[config.mk]
export PLATFORM = sky130hd
export DESIGN_NAME = dmem_port_arbiter
export DESIGN_NICKNAME = d
export VERILOG_FILES = /design/src/rtl/dmem_port_arbiter.sv
export SDC_FILE = /design/constraint.sdc
export NUM_CORES = 1
export LEC_CHECK = 0
export CAP_MARGIN = 20
export CORE_ASPECT_RATIO = 1.1
export CORE_MARGIN = 3
export CORE_UTILIZATION = 33
export DETAILED_ROUTE_END_ITERATION = 8
export GPL_ROUTABILITY_DRIVEN = 0
export HOLD_SLACK_MARGIN = 0.06
export PLACE_DENSITY = 0.87
export SLEW_MARGIN = 20
export SYNTH_ARGS = -nofsm -noshare
export SYNTH_HDL_FRONTEND = slang
export SYNTH_SLANG_ARGS = --single-unit
[constraint.sdc]
create_clock -name clk -period 2.3 [get_ports clk]
set_clock_uncertainty 0.2 [all_clocks]
set_input_delay 0.575 -clock clk [delete_from_list [all_inputs] [get_ports clk]]
set_output_delay 0.575 -clock clk [all_outputs]
set_load 0.03 [all_outputs]
[src/rtl/dmem_port_arbiter.sv]
// dmem_port_arbiter: shares the single-ported data memory between the two
// issue lanes. Lane 0 (older) has fixed priority. One access is granted per
// cycle, and one tagged response is returned per access. A RUN/HOLD FSM
// handles response back-pressure.
//
// Ports:
//   clk, reset               clock, synchronous active-high reset
//   req_*0 / req_*1          lane requests (valid/ready, isld, isst, addr, wdata, tag)
//   mem_en/we/addr/wdata     memory port, issued in the grant cycle
//   mem_rdata                read data, valid the cycle after a read strobe
//   rsp_*                    writeback response (valid/ready, lane, tag, isst, err, data)
//   conflict_cnt             saturating count of RUN cycles with both lanes valid
module dmem_port_arbiter #(
  parameter int unsigned DATA_W = 16,
  parameter int unsigned ADDR_W = 16,
  parameter int unsigned DEPTH  = 32,
  parameter int unsigned TAG_W  = 3
) (
  input  logic                       clk,
  input  logic                       reset,
  input  logic                       req_valid0,
  input  logic                       req_valid1,
  output logic                       req_ready0,
  output logic                       req_ready1,
  input  logic                       req_isld0,
  input  logic                       req_isld1,
  input  logic                       req_isst0,
  input  logic                       req_isst1,
  input  logic [ADDR_W-1:0]          req_addr0,
  input  logic [ADDR_W-1:0]          req_addr1,
  input  logic [DATA_W-1:0]          req_wdata0,
  input  logic [DATA_W-1:0]          req_wdata1,
  input  logic [TAG_W-1:0]           req_tag0,
  input  logic [TAG_W-1:0]           req_tag1,
  output logic                       mem_en,
  output logic                       mem_we,
  output logic [$clog2(DEPTH)-1:0]   mem_addr,
  output logic [DATA_W-1:0]          mem_wdata,
  input  logic [DATA_W-1:0]          mem_rdata,
  output logic                       rsp_valid,
  input  logic                       rsp_ready,
  output logic                       rsp_lane,
  output logic [TAG_W-1:0]           rsp_tag,
  output logic                       rsp_isst,
  output logic                       rsp_err,
  output logic [DATA_W-1:0]          rsp_data,
  output logic [15:0]                conflict_cnt
);

  localparam int unsigned MA_W = $clog2(DEPTH);

  typedef enum logic {ST_RUN = 1'b0, ST_HOLD = 1'b1} state_e;

  state_e              state_q, state_d;

  // Response register: at most one response outstanding
  logic                rsp_valid_q, rsp_valid_d;
  logic                rsp_lane_q, rsp_lane_d;
  logic [TAG_W-1:0]    rsp_tag_q, rsp_tag_d;
  logic                rsp_isst_q, rsp_isst_d;
  logic                rsp_err_q, rsp_err_d;
  logic                rsp_ld_q, rsp_ld_d;
  logic [DATA_W-1:0]   hold_q, hold_d;
  logic [15:0]         cnt_q, cnt_d;

  logic                can_issue;
  logic                gnt0, gnt1, gnt_any;

  // Fields of the candidate request (lane 0 if valid, otherwise lane 1)
  logic                sel_isld, sel_isst;
  logic [ADDR_W-1:0]   sel_addr;
  logic [DATA_W-1:0]   sel_wdata;
  logic [TAG_W-1:0]    sel_tag;
  logic                sel_noop, sel_bad, sel_acc;

  // Candidate selection and legality decode
  always_comb begin
    sel_isld  = req_valid0 ? req_isld0  : req_isld1;
    sel_isst  = req_valid0 ? req_isst0  : req_isst1;
    sel_addr  = req_valid0 ? req_addr0  : req_addr1;
    sel_wdata = req_valid0 ? req_wdata0 : req_wdata1;
    sel_tag   = req_valid0 ? req_tag0   : req_tag1;
    sel_noop  = !sel_isld && !sel_isst;
    sel_bad   = (sel_isld && sel_isst) || (32'(sel_addr) >= 32'(DEPTH));
    sel_acc   = !sel_noop && !sel_bad;
  end

  // FSM next state, grant and memory issue
  always_comb begin
    state_d    = state_q;
    can_issue  = 1'b0;
    gnt0       = 1'b0;
    gnt1       = 1'b0;
    gnt_any    = 1'b0;
    req_ready0 = 1'b0;
    req_ready1 = 1'b0;
    mem_en     = 1'b0;
    mem_we     = 1'b0;
    mem_addr   = '0;
    mem_wdata  = '0;

    case (state_q)
      ST_RUN: begin
        if (rsp_valid_q && !rsp_ready) begin
          state_d = ST_HOLD;
        end else begin
          can_issue = 1'b1;
        end
      end
      ST_HOLD: begin
        if (rsp_ready) begin
          state_d   = ST_RUN;
          can_issue = 1'b1;
        end
      end
      default: state_d = ST_RUN;
    endcase

    if (reset) begin
      can_issue = 1'b0;
    end

    gnt0       = can_issue && req_valid0;
    gnt1       = can_issue && !req_valid0 && req_valid1;
    gnt_any    = gnt0 || gnt1;
    req_ready0 = gnt0;
    req_ready1 = gnt1;

    // Illegal requests and no-ops are consumed without touching memory
    if (gnt_any && sel_acc) begin
      mem_en   = 1'b1;
      mem_we   = sel_isst;
      mem_addr = sel_addr[MA_W-1:0];
      if (sel_isst) begin
        mem_wdata = sel_wdata;
      end
    end
  end

  // Response register next state and hold-data capture
  always_comb begin
    rsp_valid_d = rsp_valid_q;
    rsp_lane_d  = rsp_lane_q;
    rsp_tag_d   = rsp_tag_q;
    rsp_isst_d  = rsp_isst_q;
    rsp_err_d   = rsp_err_q;
    rsp_ld_d    = rsp_ld_q;
    hold_d      = hold_q;

    // The slot frees when empty or when the pending response is taken
    if (!rsp_valid_q || rsp_ready) begin
      rsp_valid_d = gnt_any && !sel_noop;
      rsp_lane_d  = gnt1;
      rsp_tag_d   = sel_tag;
      rsp_isst_d  = sel_isst;
      rsp_err_d   = sel_bad;
      rsp_ld_d    = sel_acc && sel_isld;
    end

    // Read data is only valid for one cycle, so keep a copy while stalled
    if (state_q == ST_RUN && state_d == ST_HOLD) begin
      hold_d = mem_rdata;
    end
  end

  // Saturating conflict counter
  always_comb begin
    cnt_d = cnt_q;
    if (state_q == ST_RUN && req_valid0 && req_valid1 && cnt_q != 16'hFFFF) begin
      cnt_d = cnt_q + 16'd1;
    end
  end

  // State and response registers
  always_ff @(posedge clk) begin
    if (reset) begin
      state_q     <= ST_RUN;
      rsp_valid_q <= 1'b0;
      rsp_lane_q  <= 1'b0;
      rsp_tag_q   <= '0;
      rsp_isst_q  <= 1'b0;
      rsp_err_q   <= 1'b0;
      rsp_ld_q    <= 1'b0;
      hold_q      <= '0;
      cnt_q       <= '0;
    end else begin
      state_q     <= state_d;
      rsp_valid_q <= rsp_valid_d;
      rsp_lane_q  <= rsp_lane_d;
      rsp_tag_q   <= rsp_tag_d;
      rsp_isst_q  <= rsp_isst_d;
      rsp_err_q   <= rsp_err_d;
      rsp_ld_q    <= rsp_ld_d;
      hold_q      <= hold_d;
      cnt_q       <= cnt_d;
    end
  end

  // Response outputs; load data comes straight from memory unless stalled
  always_comb begin
    rsp_valid    = rsp_valid_q;
    rsp_lane     = rsp_lane_q;
    rsp_tag      = rsp_tag_q;
    rsp_isst     = rsp_isst_q;
    rsp_err      = rsp_err_q;
    conflict_cnt = cnt_q;
    rsp_data     = '0;
    if (rsp_valid_q && rsp_ld_q) begin
      rsp_data = (state_q == ST_HOLD) ? hold_q : mem_rdata;
    end
  end

endmodule

==> results of run 1 <==
[critical path, cell delays in order]
cell	delay, ns
buf_12	0.11
buf_6	0.11
mux2i_4	0.19
a2111oi_4	0.36
o211ai_1	0.20
buf_6	0.20
nor2_4	0.09
buf_6	0.14
[state kept, by name, indices dropped and copies added (netlist names)]
name          count
rsp_lane          1
rsp_valid         1
rsp_isst          1
rsp_ld_q          1
hold_q           16
rsp_tag           3
state_q           1
rsp_err           1
conflict_cnt     16
[cell type report]
cell class	instances	share of cell area (%)
clock buffer	6	1.729
clock inverter	2	0.2881
inverter	3	0.3405
multi-input combinational	248	38.97
sequential	41	17.21
tap	85	2.226
timing repair buffer	197	39.24
[metrics by stage]
step / worst slack, ns / std cells / TNS, ns / total power [mW]
after floorplan: -0.4695 / 311 / -7.710 / 0.9327
after global placement: -0.6344 / 567 / -18.38 / 1.167
after detailed placement: -0.7246 / 567 / -19.23 / 1.177
after CTS: -0.3954 / 577 / -8.274 / 1.671
after global routing: -0.4866 / 582 / -8.157 / 1.760
final: -0.4517 / 582 / -7.142 / 1.676
[worst paths after layout]
check                                start               to  cells past startpoint
worst min-delay path             hold_q[3]        hold_q[3]                      2
worst max-delay path            req_valid0      mem_addr[4]                      8
worst min register to register   hold_q[3]        hold_q[3]                      2
worst max register to register     state_q  conflict_cnt[9]                      7
[cell families (layout without fill, tap and decap cells)]
kind of cell,count (synthesis),count (layout),share of synthesized area (%)
muxes,47,47,19.17
adders and majority gates,1,1,0.5045
DFF,41,41,33.10
and+or+nand+nor,145,145,29.16
AOI/OAI and AO/OA,55,55,13.62
buffers and inverters,22,208,4.440
[Yosys cell counts (all sizes together) (2+ instances only)]
cell type	instances	area share, %
inv	3	0.45
nor4	6	1.8
a21oi	31	6.3
or4	4	1.2
and4	2	0.71
o31ai	5	1.5
nand2b	5	1.3
nand3	6	1.7
clkbuf	9	1.4
nor4b	2	0.71
dfxtp	41	33
nand2	38	5.8
mux2i	43	17
o211ai	2	0.81
nand4	8	2.6
nor2	54	8.2
and3	3	0.76
mux2	4	1.8
buf	10	2.6
or3	7	1.8
nor2b	5	1.3
a211oi	6	1.8
o21ai	6	1.2
[per-layer routing]
| layer | global-route usage, % | wire [µm] | vias up |
|---|---|---|---|
| li1 | - | - | 1477 |
| met1 | 25.14 | 3614 | 1422 |
| met2 | 40.91 | 5462 | 86 |
| met3 | 4.259 | 497 | 10 |
| met4 | 3.605 | 125 | 0 |
| met5 | 0 | 0 | - |
[power groups by stage]
stage	sequential [mW]	clock (mW)	combinational [mW]
3_5_place_dp	0.759	0	0.417
6_report	0.743	0.486	0.447
2_1_floorplan	0.779	0	0.153
3_3_place_gp	0.757	0	0.409
5_1_grt	0.746	0.537	0.477
4_1_cts	0.743	0.501	0.428
[repair_timing]
| action | 4_1_cts | 5_1_grt |
|---|---|---|
| resized for setup | 93 | 44 |
| setup buffers | 1 | 6 |
| hold endpoints to repair | 0 | 0 |
| gates cloned | 1 | 0 |
| setup endpoints to repair | 29 | 43 |
| pin swaps | 22 | 12 |
==> results.ini, run 1 <==
[status]
outcome=complete, but fails checks
violations=negative setup slack

[logic_synthesis]
synth-edff-count=0
syn_area_per_cell_um2=7.974
synth-seq-cells=41
yosys_warnings=0
syn_nets=407
synth-async-reset-ratio_pct=0
syn_inst=311
yosysSeqAreaShare_pct=33.10
ys_types=41
synth_ff_type=dfxtp_1
syn-cell-area_um2=2480

[final_layout]
multi_input_area_um2=1862
utilization_pct=66.66
drive_gt1_share_pct=31.79
final_area_um2=4777
syn_to_final_growth_pct=92.63
final_common_cell=clkdlybuf4s50_1
diodes=0
fillCellCount=575
final_cell_mix=clkdlybuf4s50_1 (84), buf_4 (45), mux2i_1 (41), dfxtp_1 (40), nand2_1 (37)
final_nets=592
seqCellArea_um2=822.0

[power_and_ir_drop]
p_switching_mw=0.4487
p_per_area_nw_per_um2=350.9
pwr-share-comb_pct=26.7
leakage_nw=1.909
seqPwrFrac_pct=44.4
intPower_mw=1.227
clockPowerShare_pct=29.0
vdd_drop_max_mv=0.1842
swShare_pct=26.77

[grt]
grt.total_usage_pct=21.84
antenna_found_initial=0
grt_first_pass_wirelength_mm=15.15
overflow=0
grt_pass1_vias=3031
grt_max_degree=29

[clock_tree]
holdBufCountCts=0
clk_pin_slew_ns=0.08
cts_tree=yes
clockBufferDepth=2
htreeDepth=2
cts_root_buf=clkbuf_8
cts.sinks=41
clock_latency_ns=0.28
cts_made_buffers=5

[critical_path]
critPathMaxFanout=6
start_kind=input port
required_ns=1.52
reg2reg_setup_slack_ns=0.27
cp-end-kind=primary output
arrival_ns=1.98
critical_path_class=in -> out

[drt]
firstDrtPassIters=4
routed_wirelength_mm=9.699
wl_per_cell_um=16.66
antenna_left=0
drc=0
vias_per_cell=5.146
dr_total_vias=2995
drt_iter0_markers=69

[floorplanning]
num_io_pins=159
die_w_um=88.66
rows=32
initial_utilization_pct=34.60
coreArea_um2=7167
fp.dieH_um=96.92
dieArea_um2=8592

[timing]
min_period_over_period_pct=119.6
clock.fmax_ghz=0.3634
setup-violations-final=24
fin_crit_ns=2.752
slew_headroom_pct=61.52
setup_slack_ns=-0.4517
rsz0062_at_grt=yes
max_slew.worst_pin.slew_ns=0.5773
hold-worst-slack_ns=0.2563
finalMaxSlewViolations=0
finalHoldViolCount=0

[place]
dpl.hpwl_mm=7.092
placed_cell_area_um2=4425
port_buffers=158

[min_path]
hold_path.class=reg -> reg

[run]
max-cap-violations=0

Note: power is estimated with default switching activity, not from simulation.
==> inputs of run 2 (changes only) <==
CAP_MARGIN = unset   (was 20)
HOLD_SLACK_MARGIN = 0.08   (was 0.06)
==> results of run 2 <==
No change in the layout: final DEF, timing and power equal those of run 1.
